[config.mk]
export PLATFORM = sky130hd
export DESIGN_NAME = move_sequencer_flat
export DESIGN_NICKNAME = d
export VERILOG_FILES = /design/src/rtl/move_sequencer_pkg.sv /design/src/rtl/move_sequencer_if.sv /design/src/rtl/move_sequencer_decode.sv /design/src/rtl/move_sequencer.sv /design/src/flat_wrapper.sv
export SDC_FILE = /design/constraint.sdc
export NUM_CORES = 1
export LEC_CHECK = 0
export BUFFER_PORTS_ARGS = -buffer_cell sky130_fd_sc_hd__buf_4
export CAP_MARGIN = 30
export CORE_MARGIN = 10
export CORE_UTILIZATION = 48
export CTS_CLUSTER_DIAMETER = 60
export DETAILED_ROUTE_END_ITERATION = 16
export GPL_ROUTABILITY_DRIVEN = 1
export MAX_ROUTING_LAYER = met4
export PLACE_DENSITY = 0.85
export SLEW_MARGIN = 20
export SYNTH_ARGS = -nofsm -noshare
export SYNTH_HDL_FRONTEND = slang
export SYNTH_HIERARCHICAL = 1
export SYNTH_SLANG_ARGS = --single-unit
[constraint.sdc]
create_clock -name clk -period 2.1 [get_ports clk]
set_clock_uncertainty 0.1 [all_clocks]
set_input_delay 0.42 -clock clk [delete_from_list [all_inputs] [get_ports clk]]
set_output_delay 0.42 -clock clk [all_outputs]
set_load 0.1 [all_outputs]
[src/rtl/move_sequencer_pkg.sv]
// Shared types and defaults for the special-register move sequencer (mfhi/mflo/mthi/mtlo).
package move_seq_pkg;

  typedef enum logic [2:0] {
    IDLE,
    T0,
    T1,
    MEMW,
    T2,
    T3,
    HOLD
  } state_e;

  localparam logic [4:0] OP_MFHI_DEF = 5'b11000;
  localparam logic [4:0] OP_MFLO_DEF = 5'b11001;
  localparam logic [4:0] OP_MTHI_DEF = 5'b10110;
  localparam logic [4:0] OP_MTLO_DEF = 5'b10111;
  localparam int         ALU_INC_DEF = 12;

  // Strobes that depend on the state alone; the sequencer registers these from the next state.
  typedef struct packed {
    logic pcOut;
    logic marIn;
    logic zIn;
    logic zLowOut;
    logic pcIn;
    logic read;
    logic mdrOut;
    logic irIn;
    logic aluInc;
    logic busy;
  } strobes_t;

  function automatic strobes_t stateStrobes(state_e s);
    strobes_t st;
    st = '0;
    case (s)
      T0: begin
        st.pcOut  = 1'b1;
        st.marIn  = 1'b1;
        st.zIn    = 1'b1;
        st.aluInc = 1'b1;
        st.busy   = 1'b1;
      end
      T1: begin
        st.zLowOut = 1'b1;
        st.pcIn    = 1'b1;
        st.read    = 1'b1;
        st.busy    = 1'b1;
      end
      MEMW: begin
        st.read = 1'b1;
        st.busy = 1'b1;
      end
      T2: begin
        st.mdrOut = 1'b1;
        st.irIn   = 1'b1;
        st.busy   = 1'b1;
      end
      T3:      st.busy = 1'b1;
      HOLD:    st.busy = 1'b1;
      default: st = '0;
    endcase
    return st;
  endfunction

endpackage

[src/rtl/move_sequencer_if.sv]
// Control bus between the move sequencer (master) and Datapath2 (slave).
// SINGLE_STEP_EN adds the step input.
interface move_sequencer_if #(
  parameter int OP_W  = 5,
  parameter int ALU_W = 5
);

  logic             run;
  logic [OP_W-1:0]  opcode;
  logic             mem_ready;
`ifdef SINGLE_STEP_EN
  logic             step;
`endif

  logic             PCout, MARin, Zin, Zlowout, PCin, Read, MDRin, MDRout, IRin;
  logic             Gra, Rin, Rout, HIin, HIout, LOin, LOout;
  logic [ALU_W-1:0] alu_op;
  logic             busy, err_illegal, err_timeout, instr_done;

  modport master (
    input  run, opcode, mem_ready,
`ifdef SINGLE_STEP_EN
    input  step,
`endif
    output PCout, MARin, Zin, Zlowout, PCin, Read, MDRin, MDRout, IRin,
    output Gra, Rin, Rout, HIin, HIout, LOin, LOout,
    output alu_op, busy, err_illegal, err_timeout, instr_done
  );

  modport slave (
    output run, opcode, mem_ready,
`ifdef SINGLE_STEP_EN
    output step,
`endif
    input  PCout, MARin, Zin, Zlowout, PCin, Read, MDRin, MDRout, IRin,
    input  Gra, Rin, Rout, HIin, HIout, LOin, LOout,
    input  alu_op, busy, err_illegal, err_timeout, instr_done
  );

endinterface

[src/rtl/move_sequencer_decode.sv]
// Opcode decoder for the special-register moves: which register (HI/LO), which direction, and legality.
module move_decode
  import move_seq_pkg::*;
#(
  parameter int              OP_W    = 5,
  parameter logic [OP_W-1:0] OP_MFHI = OP_W'(OP_MFHI_DEF),
  parameter logic [OP_W-1:0] OP_MFLO = OP_W'(OP_MFLO_DEF),
  parameter logic [OP_W-1:0] OP_MTHI = OP_W'(OP_MTHI_DEF),
  parameter logic [OP_W-1:0] OP_MTLO = OP_W'(OP_MTLO_DEF)
) (
  input  logic [OP_W-1:0] i_opcode,
  output logic            o_selHi,
  output logic            o_toSpecial,
  output logic            o_legal
);

  // o_toSpecial=1 means the general register is copied into HI/LO (mthi/mtlo).
  always_comb begin
    o_selHi     = 1'b0;
    o_toSpecial = 1'b0;
    o_legal     = 1'b1;
    case (i_opcode)
      OP_MFHI: o_selHi = 1'b1;
      OP_MFLO: o_selHi = 1'b0;
      OP_MTHI: begin
        o_selHi     = 1'b1;
        o_toSpecial = 1'b1;
      end
      OP_MTLO: o_toSpecial = 1'b1;
      default: o_legal = 1'b0;
    endcase
  end

endmodule

[src/rtl/move_sequencer.sv]
// Fetch/execute control sequencer for mfhi/mflo/mthi/mtlo with memory-wait timeout and illegal-opcode trap.
// Optional macro SINGLE_STEP_EN: park in HOLD after each instruction until step is pulsed.
module move_sequencer
  import move_seq_pkg::*;
#(
  parameter int              OP_W     = 5,
  parameter int              ALU_W    = 5,
  parameter int              ALU_INC  = ALU_INC_DEF,
  parameter logic [OP_W-1:0] OP_MFHI  = OP_W'(OP_MFHI_DEF),
  parameter logic [OP_W-1:0] OP_MFLO  = OP_W'(OP_MFLO_DEF),
  parameter logic [OP_W-1:0] OP_MTHI  = OP_W'(OP_MTHI_DEF),
  parameter logic [OP_W-1:0] OP_MTLO  = OP_W'(OP_MTLO_DEF),
  parameter int              WAIT_MAX = 15
) (
  input logic              clk,
  input logic              clr,
  move_sequencer_if.master bus
);

  localparam logic [8:0] WAIT_LIM = 9'(WAIT_MAX);

  state_e     r_state;
  strobes_t   r_strb;
  logic [7:0] r_waitCnt;
  logic       r_errIllegal;
  logic       r_errTimeout;

  state_e     w_nextState;
  logic [8:0] w_cntNext;
  logic       w_timeout;
  logic       w_selHi;
  logic       w_toSpecial;
  logic       w_legal;
  logic       w_exec;

  move_decode #(
    .OP_W    (OP_W),
    .OP_MFHI (OP_MFHI),
    .OP_MFLO (OP_MFLO),
    .OP_MTHI (OP_MTHI),
    .OP_MTLO (OP_MTLO)
  ) u_decode (
    .i_opcode    (bus.opcode),
    .o_selHi     (w_selHi),
    .o_toSpecial (w_toSpecial),
    .o_legal     (w_legal)
  );

  // One extra bit so the compare against WAIT_MAX cannot be fooled by an 8-bit wrap.
  assign w_cntNext = {1'b0, r_waitCnt} + 9'd1;

  always_comb begin
    w_nextState = r_state;
    w_timeout   = 1'b0;
    case (r_state)
      IDLE: if (bus.run) w_nextState = T0;
      T0:   w_nextState = T1;
      T1:   w_nextState = MEMW;
      MEMW: begin
        if (bus.mem_ready) begin
          w_nextState = T2;
        end else if (w_cntNext == WAIT_LIM) begin
          w_nextState = IDLE;
          w_timeout   = 1'b1;
        end
      end
      T2:   w_nextState = T3;
      T3: begin
        if (!w_legal) begin
          w_nextState = IDLE;
        end else begin
`ifdef SINGLE_STEP_EN
          w_nextState = HOLD;
`else
          w_nextState = bus.run ? T0 : IDLE;
`endif
        end
      end
      HOLD: begin
`ifdef SINGLE_STEP_EN
        if (!bus.run)     w_nextState = IDLE;
        else if (bus.step) w_nextState = T0;
`else
        w_nextState = IDLE;
`endif
      end
      default: w_nextState = IDLE;
    endcase
  end

  // Counter is held at zero outside MEMW, so every MEMW visit starts counting from 0.
  always_ff @(posedge clk) begin
    if (clr) begin
      r_state      <= IDLE;
      r_strb       <= '0;
      r_waitCnt    <= '0;
      r_errIllegal <= 1'b0;
      r_errTimeout <= 1'b0;
    end else begin
      r_state   <= w_nextState;
      r_strb    <= stateStrobes(w_nextState);
      r_waitCnt <= (r_state == MEMW) ? w_cntNext[7:0] : 8'd0;
      if (r_state == T3 && !w_legal) r_errIllegal <= 1'b1;
      if (w_timeout)                 r_errTimeout <= 1'b1;
    end
  end

  assign w_exec = (r_state == T3) && w_legal;

  assign bus.PCout       = r_strb.pcOut;
  assign bus.MARin       = r_strb.marIn;
  assign bus.Zin         = r_strb.zIn;
  assign bus.Zlowout     = r_strb.zLowOut;
  assign bus.PCin        = r_strb.pcIn;
  assign bus.Read        = r_strb.read;
  assign bus.MDRout      = r_strb.mdrOut;
  assign bus.IRin        = r_strb.irIn;
  assign bus.busy        = r_strb.busy;
  assign bus.alu_op      = r_strb.aluInc ? ALU_W'(ALU_INC) : '0;
  assign bus.err_illegal = r_errIllegal;
  assign bus.err_timeout = r_errTimeout;

  // MDRin follows mem_ready directly because read data is valid only in the cycle it is flagged,
  // and the T3 strobes depend on the opcode, which only becomes valid once IR is loaded.
  assign bus.MDRin      = (r_state == MEMW) && bus.mem_ready;
  assign bus.Gra        = w_exec;
  assign bus.Rin        = w_exec && !w_toSpecial;
  assign bus.Rout       = w_exec && w_toSpecial;
  assign bus.HIout      = w_exec && !w_toSpecial && w_selHi;
  assign bus.LOout      = w_exec && !w_toSpecial && !w_selHi;
  assign bus.HIin       = w_exec && w_toSpecial && w_selHi;
  assign bus.LOin       = w_exec && w_toSpecial && !w_selHi;
  assign bus.instr_done = w_exec;

endmodule

[src/flat_wrapper.sv]
// flat-port wrapper written by rule: the top's interface ports become plain ports
module move_sequencer_flat import move_seq_pkg::*;
#(
  parameter int              OP_W     = 5,
  parameter int              ALU_W    = 5,
  parameter int              ALU_INC  = ALU_INC_DEF,
  parameter logic [OP_W-1:0] OP_MFHI  = OP_W'(OP_MFHI_DEF),
  parameter logic [OP_W-1:0] OP_MFLO  = OP_W'(OP_MFLO_DEF),
  parameter logic [OP_W-1:0] OP_MTHI  = OP_W'(OP_MTHI_DEF),
  parameter logic [OP_W-1:0] OP_MTLO  = OP_W'(OP_MTLO_DEF),
  parameter int              WAIT_MAX = 15
)
  (clk, clr, bus_run, bus_opcode, bus_mem_ready, bus_PCout, bus_MARin, bus_Zin, bus_Zlowout, bus_PCin, bus_Read, bus_MDRin, bus_MDRout, bus_IRin, bus_Gra, bus_Rin, bus_Rout, bus_HIin, bus_HIout, bus_LOin, bus_LOout, bus_alu_op, bus_busy, bus_err_illegal, bus_err_timeout, bus_instr_done);
  move_sequencer_if #(.OP_W(OP_W), .ALU_W(ALU_W)) bus_i ();
  input logic clk;
  input logic clr;
  input wire logic [$bits(bus_i.run)-1:0] bus_run;
  input wire logic [$bits(bus_i.opcode)-1:0] bus_opcode;
  input wire logic [$bits(bus_i.mem_ready)-1:0] bus_mem_ready;
  output wire logic [$bits(bus_i.PCout)-1:0] bus_PCout;
  output wire logic [$bits(bus_i.MARin)-1:0] bus_MARin;
  output wire logic [$bits(bus_i.Zin)-1:0] bus_Zin;
  output wire logic [$bits(bus_i.Zlowout)-1:0] bus_Zlowout;
  output wire logic [$bits(bus_i.PCin)-1:0] bus_PCin;
  output wire logic [$bits(bus_i.Read)-1:0] bus_Read;
  output wire logic [$bits(bus_i.MDRin)-1:0] bus_MDRin;
  output wire logic [$bits(bus_i.MDRout)-1:0] bus_MDRout;
  output wire logic [$bits(bus_i.IRin)-1:0] bus_IRin;
  output wire logic [$bits(bus_i.Gra)-1:0] bus_Gra;
  output wire logic [$bits(bus_i.Rin)-1:0] bus_Rin;
  output wire logic [$bits(bus_i.Rout)-1:0] bus_Rout;
  output wire logic [$bits(bus_i.HIin)-1:0] bus_HIin;
  output wire logic [$bits(bus_i.HIout)-1:0] bus_HIout;
  output wire logic [$bits(bus_i.LOin)-1:0] bus_LOin;
  output wire logic [$bits(bus_i.LOout)-1:0] bus_LOout;
  output wire logic [$bits(bus_i.alu_op)-1:0] bus_alu_op;
  output wire logic [$bits(bus_i.busy)-1:0] bus_busy;
  output wire logic [$bits(bus_i.err_illegal)-1:0] bus_err_illegal;
  output wire logic [$bits(bus_i.err_timeout)-1:0] bus_err_timeout;
  output wire logic [$bits(bus_i.instr_done)-1:0] bus_instr_done;
  assign bus_i.run = bus_run;
  assign bus_i.opcode = bus_opcode;
  assign bus_i.mem_ready = bus_mem_ready;
  assign bus_PCout = bus_i.PCout;
  assign bus_MARin = bus_i.MARin;
  assign bus_Zin = bus_i.Zin;
  assign bus_Zlowout = bus_i.Zlowout;
  assign bus_PCin = bus_i.PCin;
  assign bus_Read = bus_i.Read;
  assign bus_MDRin = bus_i.MDRin;
  assign bus_MDRout = bus_i.MDRout;
  assign bus_IRin = bus_i.IRin;
  assign bus_Gra = bus_i.Gra;
  assign bus_Rin = bus_i.Rin;
  assign bus_Rout = bus_i.Rout;
  assign bus_HIin = bus_i.HIin;
  assign bus_HIout = bus_i.HIout;
  assign bus_LOin = bus_i.LOin;
  assign bus_LOout = bus_i.LOout;
  assign bus_alu_op = bus_i.alu_op;
  assign bus_busy = bus_i.busy;
  assign bus_err_illegal = bus_i.err_illegal;
  assign bus_err_timeout = bus_i.err_timeout;
  assign bus_instr_done = bus_i.instr_done;
  move_sequencer #(.OP_W(OP_W), .ALU_W(ALU_W), .ALU_INC(ALU_INC), .OP_MFHI(OP_MFHI), .OP_MFLO(OP_MFLO), .OP_MTHI(OP_MTHI), .OP_MTLO(OP_MTLO), .WAIT_MAX(WAIT_MAX)) u_core (.clk(clk), .clr(clr), .bus(bus_i));
endmodule
**Word level (Yosys, flattened, before mapping)**

Index checks and enable logic that the tools add are counted.

- Equal/unequal tests: 16
- Mux-type cells: 19
- Bitwise logic cells: 1
- Reduce and logical (&&, ||, !) cells: 19
- Add/subtract/negate cells: 1

Operators with widths:

| operator | number |
|---|---|
| 5-bit equality test (second input constant) | 4 |
| 3-bit one-hot mux with 6 select lines | 1 |
| 3-bit equality test (second input constant) | 5 |
| 3-bit 2-to-1 mux | 5 |
| 3-bit by 2-bit equality test with 1-bit output (second input constant) | 4 |
| 1-bit 2-to-1 mux | 10 |
| 8-bit by 1-bit adder with 9-bit output (second input constant) | 1 |
| 9-bit by 4-bit equality test with 1-bit output (second input constant) | 1 |
| 1-bit logical AND | 9 |
| 2-bit OR reduction | 4 |
| 3-bit by 1-bit equality test with 1-bit output (second input constant) | 2 |
| 6-bit OR reduction | 1 |
| 2-bit 2-to-1 mux | 2 |
| 4-bit 2-to-1 mux | 1 |
| 4-bit OR reduction | 1 |
| 1-bit zero test | 3 |
| 3-bit zero test | 1 |
| 1-bit inverter | 1 |

- Word-level logic and storage cells: 70
- Output and inout port bits: 25
- Bits in registers: 23

**Longest topological paths before layout**

Gate-level depths: netlist of the first run.

- Depth after elaboration: 8
- Mapped depth: 7

**By module**

The synthesis of the first run kept the hierarchy.

Modules (own cells, without submodules):

| module | cells an instance | area an instance (µm²) | instances |
|---|---|---|---|
| move_sequencer | 113 | 925.9 | 1 |
| move_decode | 5 | 32.5 | 1 |

**Worst setup path after synthesis of the first run**

No wires, ideal clock.

- Kind: input -> output
- From: input port bus_opcode[3]
- To: output port bus_LOin
- Required time: 1.580 ns
- Arrival: 4.563 ns
- Stages: 6
- Slack: -2.983 ns
- Cells stage by stage: nand4b_1 nand2_1 nand3_1 nor2_1 and2_1 nor2b_1

- Word-level cells in the longest chain between the ends: 6
- Elaborated cells on any way between the ends: 14

Ends and longest elaborated chain:

| element | RTL line | text |
|---|---|---|
| start: declaration | flat_wrapper.sv:18 | `input wire logic [$bits(bus_i.opcode)-1:0] bus_opcode;` |
| 5-bit equality test | move_sequencer_decode.sv:22 | `case (i_opcode)` |
| 4-bit OR reduction (no source line) (*) | - |  |
| 1-bit 2-to-1 mux (*) | move_sequencer_decode.sv:22 |  |
| net u_core.w_legal | move_sequencer.sv:33 | `logic w_legal;` |
| 1-bit logical AND (*) | move_sequencer.sv:108 | `assign w_exec = (r_state == T3) && w_legal;` |
| net bus_Gra | flat_wrapper.sv:29 | `output wire logic [$bits(bus_i.Gra)-1:0] bus_Gra;` |
| 1-bit logical AND (*) | - |  |
| net bus_Rout | flat_wrapper.sv:31 | `output wire logic [$bits(bus_i.Rout)-1:0] bus_Rout;` |
| 1-bit logical AND (*) | move_sequencer.sv:132 | `assign bus.LOin = w_exec && w_toSpecial && !w_selHi;` |
| end: declaration | flat_wrapper.sv:34 | `output wire logic [$bits(bus_i.LOin)-1:0] bus_LOin;` |

Mark *: on every way through the listed nets, which the timed path passes. The rest lies on a longest branch.

**Worst setup path after layout of the first run**

- From: input port bus_opcode[2]
- To: output port bus_LOin

- Word-level cells in the longest chain between the ends: 6
- Elaborated cells on any way between the ends: 14

Ends and longest elaborated chain:

| element | RTL line |
|---|---|
| 5-bit equality test | move_sequencer_decode.sv:22 |
| 4-bit OR reduction (no source line) (*) | - |
| 1-bit 2-to-1 mux (*) | move_sequencer_decode.sv:22 |
| net u_core.w_legal | move_sequencer.sv:33 |
| 1-bit logical AND (*) | move_sequencer.sv:108 |
| 1-bit logical AND (*) (2 in a row) | move_sequencer.sv:132 |

Marks and branches as above.

==> results.ini, run 1 <==
[clock_tree]
cts_tree = done
clock_latency_ns = 0.30
cts_buffers = 3
root_buffer = clkbuf_4
h-tree-depth = 1
hold_buffers = 0
clk_pin_slew_worst_paths_ns = 0.11
cts_max_path_buffers = 2
cts_sinks = 18

[synth]
post_synth_fa_ha_maj_area_fraction_pct = 2.61
synth_compound_area_share_pct = 17.0
synth.largest_area_cell = dfxtp_1
muxShareOfSynthArea_pct = 0
synth_seq_cells = 18
synth_area_um2 = 958
yosys.area_share.simple_pct = 25.5
ys_warn_count = 6
yosysSeqAreaShare_pct = 37.6
syn_inst = 118
async_reset_ff_share_pct = 0
synth_most_common_cell = dfxtp_1
synth_top_area_share_pct = 37.6
synth_top_family_by_area = simple AND/OR/NAND/NOR gates
synth_xor_area_share_pct = 3.66
synth_common_cells = dfxtp_1, nor2_1, buf_4, inv_1
synth-edff-count = 0
synthTopCellsByArea = dfxtp_1, buf_4, nor2_1
ys_types = 35
synth.avg_cell_area_um2 = 8.12
synthFlopType = dfxtp_1

[floorplan]
start_util_pct = 49.9
die_area_um2 = 4180
core_um2 = 1920
fp.dieH_um = 64.7
rows = 16
fp.dieW_um = 64.7
ioPinCount = 34

[final_layout]
fillers = 143
drive_gt1_share_pct = 40.9
final_cells = 176
multi_input_area_um2 = 562
synthToLayoutAreaGrowth_pct = 42.7
ff_latch_area_um2 = 362
final_cell_area_um2 = 1370
antenna_cells = 0
nNetsFinal = 161

[global_routing]
grt_pass1_wl_um = 4360
grt_max_degree = 16
track_usage_pct = 12.9
grt_pass1_vias = 974
gr-total-overflow = 0
antenna_found_initial = 0

[pwr]
power.internal_uw = 540
power_density_nw_per_um2 = 668
ir_worst_vdd_mv = 0.486
p_sw_share_pct = 40.9
leakage_uw = 0.000583
combPwrFrac_pct = 35.0
p_sw_uw = 374
pwr-share-seq_pct = 41.3
power.share.clock_pct = 23.7

[timing]
setup-violations-final = 0
min_period_ns = 2.10
finalMaxSlewViolations = 0
fmax_ghz = 0.477
hold_viol_final = 0
period_share_pct = 99.8
rsz0062_at_grt = true
fin_ws_ns = 0.00454

[setup_path]
path_max_fanout = 4
worstSetupEndpointType = output pin
crit_required_ns = 1.58
startpoint_type = primary input
worstSetupPathType = in -> out
cp_data_arrival_time_ns = 1.58

[placed_design]
dp_hpwl_um = 1910
port_buffers = 30
place_inst = 172
placed_area_um2 = 1270
dpl_worst_slack_ns = -0.0975
place_congestion = 0.871

[route]
drtAntennaViolNets = 0
vias = 935
drtPass1Iterations = 4
vias_per_cell = 5.31
wl_um = 2530
drt-wirelength-per-cell_um = 14.3
drc = 0
drt_iter0_drc = 30

[outcome]
status = finished clean

[job]
drv_cap = 0

[hold_path]
hold_path_class = in -> reg

-- state kept, by name, summed over array words and instances, names as in the netlist --
name / count
u_core/r_waitCnt: 8
u_core/r_state: 3
u_core/bus.MDRout: 1
u_core/bus.PCout: 1
u_core/bus.Read: 1
u_core/bus.Zlowout: 1
u_core/bus.busy: 1
u_core/bus.err_illegal: 1
u_core/bus.err_timeout: 1
-- worst paths after layout --
path                                          start                     end  slack (ns)  cells past startpoint
worst max-delay path                  bus_opcode[2]                bus_LOin       0.005                      8
worst min-delay path                            clr  u_core/bus.err_illegal        0.24                      2
worst max register to register  u_core/r_waitCnt[1]       u_core/r_state[0]        0.15                      6
worst min register to register  u_core/r_waitCnt[0]     u_core/r_waitCnt[0]        0.36                      1
-- kinds of logic after synthesis --
group,count (synthesis)
adder cells (fa/ha/maj),2
AND/OR/NAND/NOR,45
AO/OA/AOI/OAI,24
XOR/XNOR,4
flip-flops,18
buffers and inverters,24
other,1
-- layout by cell type (no fill, tap or decap), types with 3 or more instances in the layout --
cell / Yosys / routed
a21oi_1: 6 / 5
nor2_1: 12 / 11
dfxtp_1: 18 / 17
buf_4: 10 / 35
a31oi_1: 4 / 4
nand2_1: 6 / 5
inv_1: 8 / 7
and3_1: 4 / 3
nand3_1: 4 / 3
o21ai_0: 4 / 4
conb_1: 1 / 3
clkbuf_4: 0 / 3
-- per-stage QoR --
stage          utilization, %  total power, uW  setup TNS, ns  hold slack [ns]
6_report                 71.2              914              0            0.245
5_1_grt                  71.2              949         -0.106            0.234
4_1_cts                  70.3              916              0            0.233
3_5_place_dp             66.0              698         -0.332            0.364
3_3_place_gp             66.0              692        -0.0929            0.357
2_1_floorplan               -              643          -3.08            0.341
-- layout make-up --
cell class	count	share of cell area, %
Clock buffer	4	2.65
Inverter	9	2.47
Multi-Input combinational cell	78	41.1
Sequential cell	18	26.4
Tap cell	27	2.47
Timing Repair Buffer	40	24.9
-- layer usage --
layer / up-vias / GRT usage, % / wire length [um]
met3: 4 / 4.98 / 170
met1: 435 / 12.5 / 1020
met2: 41 / 22.9 / 1320
met4: 0 / 4.55 / 20
met5: - / - / 0
li1: 455 / - / -
-- power by group through the flow --
stage	Sequential, uW	Clock [uW]	Combinational, uW
after global placement	385	0	307
after floorplan	451	0	192
after CTS	377	221	318
after detailed placement	385	0	312
after global routing	380	237	332
final	377	217	320
-- critical path, stage by stage --
cell	delay [ns]
buf_4	0.12
nand4bb_4	0.23
nand2_2	0.12
nand3_4	0.10
nor2_4	0.12
and2_4	0.15
nor2b_4	0.15
buf_12	0.18
-- what timing repair did --
action | 4_1_cts | 5_1_grt
setup buffers | 0 | 0
setup endpoints to repair | 4 | 6
gates resized for setup | 10 | 5
pin swaps | 3 | 1
No activity file was read; power rests on OpenSTA's default activity.
==> run 2: changes to the inputs <==
Settings changed: CORE_MARGIN 10 to 2, CTS_CLUSTER_DIAMETER 60 to unset, PLACE_DENSITY 0.85 to 0.87.
==> run 2 against run 1 <==
The run now ends with setup timing left. Combinational power about the same. Critical path depth did not move. Clock-buffer cell count unchanged. Sequential share of layout area fell by 0.70 points. Wire length decreased by 6.4%. First-iteration DRC count shrank 43%. Final cell count rose by 1.1%. Critical endpoint unchanged.
==> results.ini, run 2 (synthesis gave the netlist of run 1 again) <==
[placed_design]
place_congestion = 0.887
placed_area_um2 = 1270
port_buffers = 30
dp_hpwl_um = 1770

[global_routing]
grt_pass1_vias = 893
gr-total-overflow = 0
track_usage_pct = 21.5
grt_max_degree = 16
antenna_found_initial = 0
grt_pass1_wl_um = 3890

[hold_path]
hold_path_class = in -> reg
hold_start = clr

[final_layout]
reg_top3 = u_core/r_waitCnt: 8 flops, u_core/r_state: 3 flops
synthToLayoutAreaGrowth_pct = 46.1
largest_reg_flops = 8
largest_register = u_core/r_waitCnt
antenna_cells = 0
final_cell_mix = buf_4, dfxtp_1, nor2_1
final_cell_area_um2 = 1400
nNetsFinal = 163
drive_gt1_share_pct = 41.7
layout_commonest_cell = buf_4
fin_util_pct = 72.9

[outcome]
status = finished with violations
violations = setup timing

[timing]
setup-violations-final = 1
period_share_pct = 101
finalMaxSlewViolations = 0
hold_viol_final = 0
min_period_ns = 2.13
fin_setup_tns_ns = -0.0266
fmax_ghz = 0.470
fin_ws_ns = -0.0266
rsz0062_at_grt = true

[setup_path]
worstSetupEndpointType = output pin
crit_required_ns = 1.58
r2r-start = u_core/r_waitCnt[0]
r2r_cells = 6
path_max_fanout = 4
worstSetupPathType = in -> out
startpoint_type = primary input
ff2ff_setup_slack_ns = 0.12
cp_data_arrival_time_ns = 1.61
cp-endpoint = bus_LOin
cp-startpoint = bus_opcode[3]
r2r_end = u_core/r_state[0]

[clock_tree]
clk_pin_slew_worst_paths_ns = 0.10
root_buffer = clkbuf_4
cts_sinks = 18
clock_latency_ns = 0.29
cts_max_path_buffers = 2
h-tree-depth = 1
cts_tree = done
cts_buffers = 3

[floorplan]
fp.dieW_um = 48.7
core_um2 = 1920
rows = 16
die_area_um2 = 2370
ioPinCount = 34
start_util_pct = 49.9
fp.dieH_um = 48.7

[route]
wl_um = 2360
drtPass1Iterations = 4
drt_iter0_drc = 17
vias = 936
drt-wirelength-per-cell_um = 13.3
drtAntennaViolNets = 0
vias_per_cell = 5.26
drc = 0

[job]
drv_cap = 0

[pwr]
ir_worst_vdd_mv = 0.420
leakage_uw = 0.000594
power_density_nw_per_um2 = 645

==> run 2: cell count changes in the layout (fill, tap and decap cells not counted) <==
| cell | before | now |
|---|---|---|
| buf_8 | 1 | 0 |
| buf_4 | 35 | 37 |
| dfxtp_1 | 17 | 18 |
| a21oi_2 | 1 | 0 |
| buf_12 | 2 | 3 |
| a21oi_4 | 0 | 1 |
| o2111ai_1 | 1 | 0 |
| o2111ai_2 | 0 | 1 |
| dfxtp_2 | 1 | 0 |
==> run 2: cell type report <==
cell class	instances	area, um2
Inverter	9	33.8
Multi-Input combinational cell	78	576
Sequential cell	18	360
Tap cell	27	33.8
Timing Repair Buffer	42	360
Fill cell	129	522
Clock buffer	4	36.3
==> run 2: layer usage <==
metal | routed length, um | up-vias | global-route usage [%] | share of wire (%)
met2 | 1290 | 39 | 41.3 | 55
met4 | 8 | 0 | 6.67 | 0.34
met3 | 137 | 2 | 4.94 | 5.8
met1 | 928 | 436 | 21.1 | 39
met5 | 0 | - | - | 0
li1 | - | 459 | - | -
==> run 2: worst min path at each step <==
stage                                to  slack [ns]  cells past startpoint
finish                u_core/bus.MDRout        0.25                      2
global route          u_core/r_state[2]        0.25                      2
CTS                   u_core/bus.MDRout        0.24                      2
detailed placement  u_core/r_waitCnt[0]        0.37                      1
global placement    u_core/r_waitCnt[0]        0.35                      1
floorplan           u_core/r_waitCnt[0]        0.34                      1
==> run 2: per-stage QoR <==
step | total power, uW | worst slack (ns) | hold slack (ns) | instances
detailed placement | 695 | -0.129 | 0.367 | 173
global placement | 690 | -0.0503 | 0.354 | 173
finish | 904 | -0.0266 | 0.249 | 178
global route | 942 | -0.0817 | 0.246 | 178
CTS | 909 | 0.000852 | 0.240 | 178
floorplan | 643 | -0.898 | 0.341 | 120
==> run 2: worst max-delay path, stage by stage <==
cell      delay [ns]
buf_6           0.10
nand4b_1        0.22
nand2_2         0.14
nand3_4         0.11
nor2_4          0.12
and2_4          0.15
nor2b_4         0.15
buf_12          0.18
==> run 2: timing repair <==
item | 4_1_cts | 5_1_grt
pin swaps | 3 | 1
resized for setup | 9 | 8
setup endpoints to repair | 5 | 6
setup buffers | 1 | 0
hold buffers | 0 | 0
==> run 2: power breakdown <==
part           internal, uW  total (uW)  switching, uW
clock                   106         207            101
combinational          77.2         319            242
sequential              359         378           18.4
total                   542         904            362
==> run 3: changes to the inputs <==
Settings changed: CORE_UTILIZATION 48 to 50, CTS_BUF_LIST set to sky130_fd_sc_hd__clkbuf_8, PLACE_DENSITY 0.87 to 0.9.
==> run 3 against run 2 <==
The run still ends with setup timing left. Total power rose by 9.3%. Critical path depth unchanged. Sequential share of layout area barely moved. Sequential cell count unchanged. Clock-buffer cell count did not move. Cell area is 0.18% higher. Global-route usage increased by 3.7 points. Setup slack got worse by 0.039 ns. Die area down 3.7%. Via count up 3.6%. Clock power is 39% higher. Largest power group unchanged.
==> results.ini, run 3 (synthesis gave the netlist of run 1 again) <==
[outcome]
status = finished with violations
violations = setup timing

[setup_path]
crit_required_ns = 1.58
critPathBufInv = 2
startpoint_type = primary input
crit_chain = buf_4 > nand4bb_4 > nand2_2 > nand3_4 > nor2_4 > and2_4 > nor2b_4 > buf_12
critPathSlowestCell = nand4bb_4
r2r_end = u_core/r_state[0]
r2r-start = u_core/r_waitCnt[0]
r2r_cells = 6
worstSetupPathType = in -> out
cp_data_arrival_time_ns = 1.65
ff2ff_setup_slack_ns = 0.10
path_max_fanout = 4
worstSetupEndpointType = output pin
crit_family = simple AND/OR/NAND/NOR gates
critPathMaxStageDelay_ns = 0.24

[final_layout]
final_cells = 175
nNetsFinal = 162
ff_latch_area_um2 = 360
synthToLayoutAreaGrowth_pct = 46.3
multi_input_area_um2 = 563
largest_reg_flops = 8
final_cell_mix = buf_4, dfxtp_1, nor2_1
largest_register = u_core/r_waitCnt
layout_commonest_cell = buf_4
antenna_cells = 0
reg_top3 = u_core/r_waitCnt: 8 flops, u_core/r_state: 3 flops
drive_gt1_share_pct = 40.0
fillers = 126

[global_routing]
antenna_found_initial = 0
track_usage_pct = 25.2
grt_pass1_vias = 867
gr-total-overflow = 0
grt_pass1_wl_um = 3730
grt_max_degree = 16

[pwr]
ir_worst_vdd_mv = 0.539
leakage_uw = 0.000600
power_uw = 988
p_sw_share_pct = 39.0
combPwrFrac_pct = 32.5
power.internal_uw = 603
power.share.clock_pct = 29.1
pwr-share-seq_pct = 38.4
p_sw_uw = 385
power_density_nw_per_um2 = 704

[route]
drtPass1Iterations = 4
vias = 970
vias_per_cell = 5.54
drtAntennaViolNets = 0
drt_iter0_drc = 25
drt-wirelength-per-cell_um = 14.9
drc = 0
wl_um = 2610

[clock_tree]
cts_sinks = 18
root_buffer = clkbuf_8
cts_buffers = 3
cts_max_path_buffers = 2
h-tree-depth = 1
clock_latency_ns = 0.26
cts_tree = done
clk_pin_slew_worst_paths_ns = 0.07

[job]
drv_cap = 0

[timing]
rsz0062_at_grt = true
setup-violations-final = 3
fmax_ghz = 0.462
hold_viol_final = 0
period_share_pct = 103
fin_ws_ns = -0.0654
min_period_ns = 2.17
finalMaxSlewViolations = 0
hold_slack_ns = 0.287

[placed_design]
port_buffers = 30
place_congestion = 0.850
dp_hpwl_um = 1780
place_inst = 168

[hold_path]
holdPathStages = 2
hold_end = u_core/r_state[2]
hold_path_class = in -> reg
hold_start = clr

[floorplan]
start_util_pct = 54.3
die_area_um2 = 2280
ioPinCount = 34
core_um2 = 1760
rows = 15
fp.dieW_um = 47.8
fp.dieH_um = 47.8

[run 3: changes by cell type in the layout (fill, tap and decap cells not counted), sizes merged]
cell  previous run  this run
buf             42        41
[run 3: worst reg2reg max path: stages, from the launching register on]
cell and delay [ns]:
dfxtp_1 0.39, ha_2 0.24, nand3_1 0.09, xor2_1 0.20
o2111ai_1 0.21, or3_1 0.40, a41o_1 0.25
[run 3: how the worst max path moves through the flow]
stage               end          start  depth (start not counted)  slack, ns
2_1_floorplan  bus_LOin  bus_opcode[3]                          6      -0.90
3_3_place_gp   bus_LOin  bus_opcode[3]                          8      -0.05
3_5_place_dp   bus_LOin  bus_opcode[3]                          8      -0.16
4_1_cts        bus_LOin  bus_opcode[3]                          8      -0.05
5_1_grt        bus_LOin  bus_opcode[3]                          8      -0.13
6_report       bus_LOin  bus_opcode[2]                          8      -0.07
[run 3: power by group through the flow]
stage	Clock [uW]	Sequential [uW]	Combinational, uW
finish	288	379	321
global route	308	381	334
CTS	293	378	313
detailed placement	0	386	310
global placement	0	385	303
floorplan	0	451	192
[run 3: timing repair]
item,CTS,global route
pin swaps,2,1
endpoints found under the setup margin,5,8
hold buffers,0,0
cloned,0,0
buffers inserted,1,2
hold endpoints to repair,0,0
gates resized for setup,7,10
[run 3: layout make-up]
class / instances / share of cell area (%)
Clock buffer: 4 / 3.93
Inverter: 9 / 2.41
Tap cell: 25 / 2.23
Timing Repair Buffer: 41 / 25.6
Multi-Input combinational cell: 78 / 40.1
Sequential cell: 18 / 25.7
[run 3: metal layers]
metal  GRT usage, %  vias up  part of all wire (%)
met5              -        -                     0
met4           13.5        0                   1.5
met3           5.28        6                   6.9
met2           43.2       60                    55
met1           26.9      443                    36
li1               -      461                     -
[run 3: stage by stage]
step / worst slack (ns) / cell area (um2) / setup TNS, ns / utilization (%)
after floorplan: -0.898 / 1030 / -3.08 / -
after global placement: -0.0518 / 1250 / -0.0518 / 70.9
after detailed placement: -0.164 / 1250 / -0.298 / 70.9
after CTS: -0.0454 / 1340 / -0.0454 / 76.0
after global routing: -0.131 / 1400 / -0.359 / 79.5
final: -0.0654 / 1400 / -0.0760 / 79.5
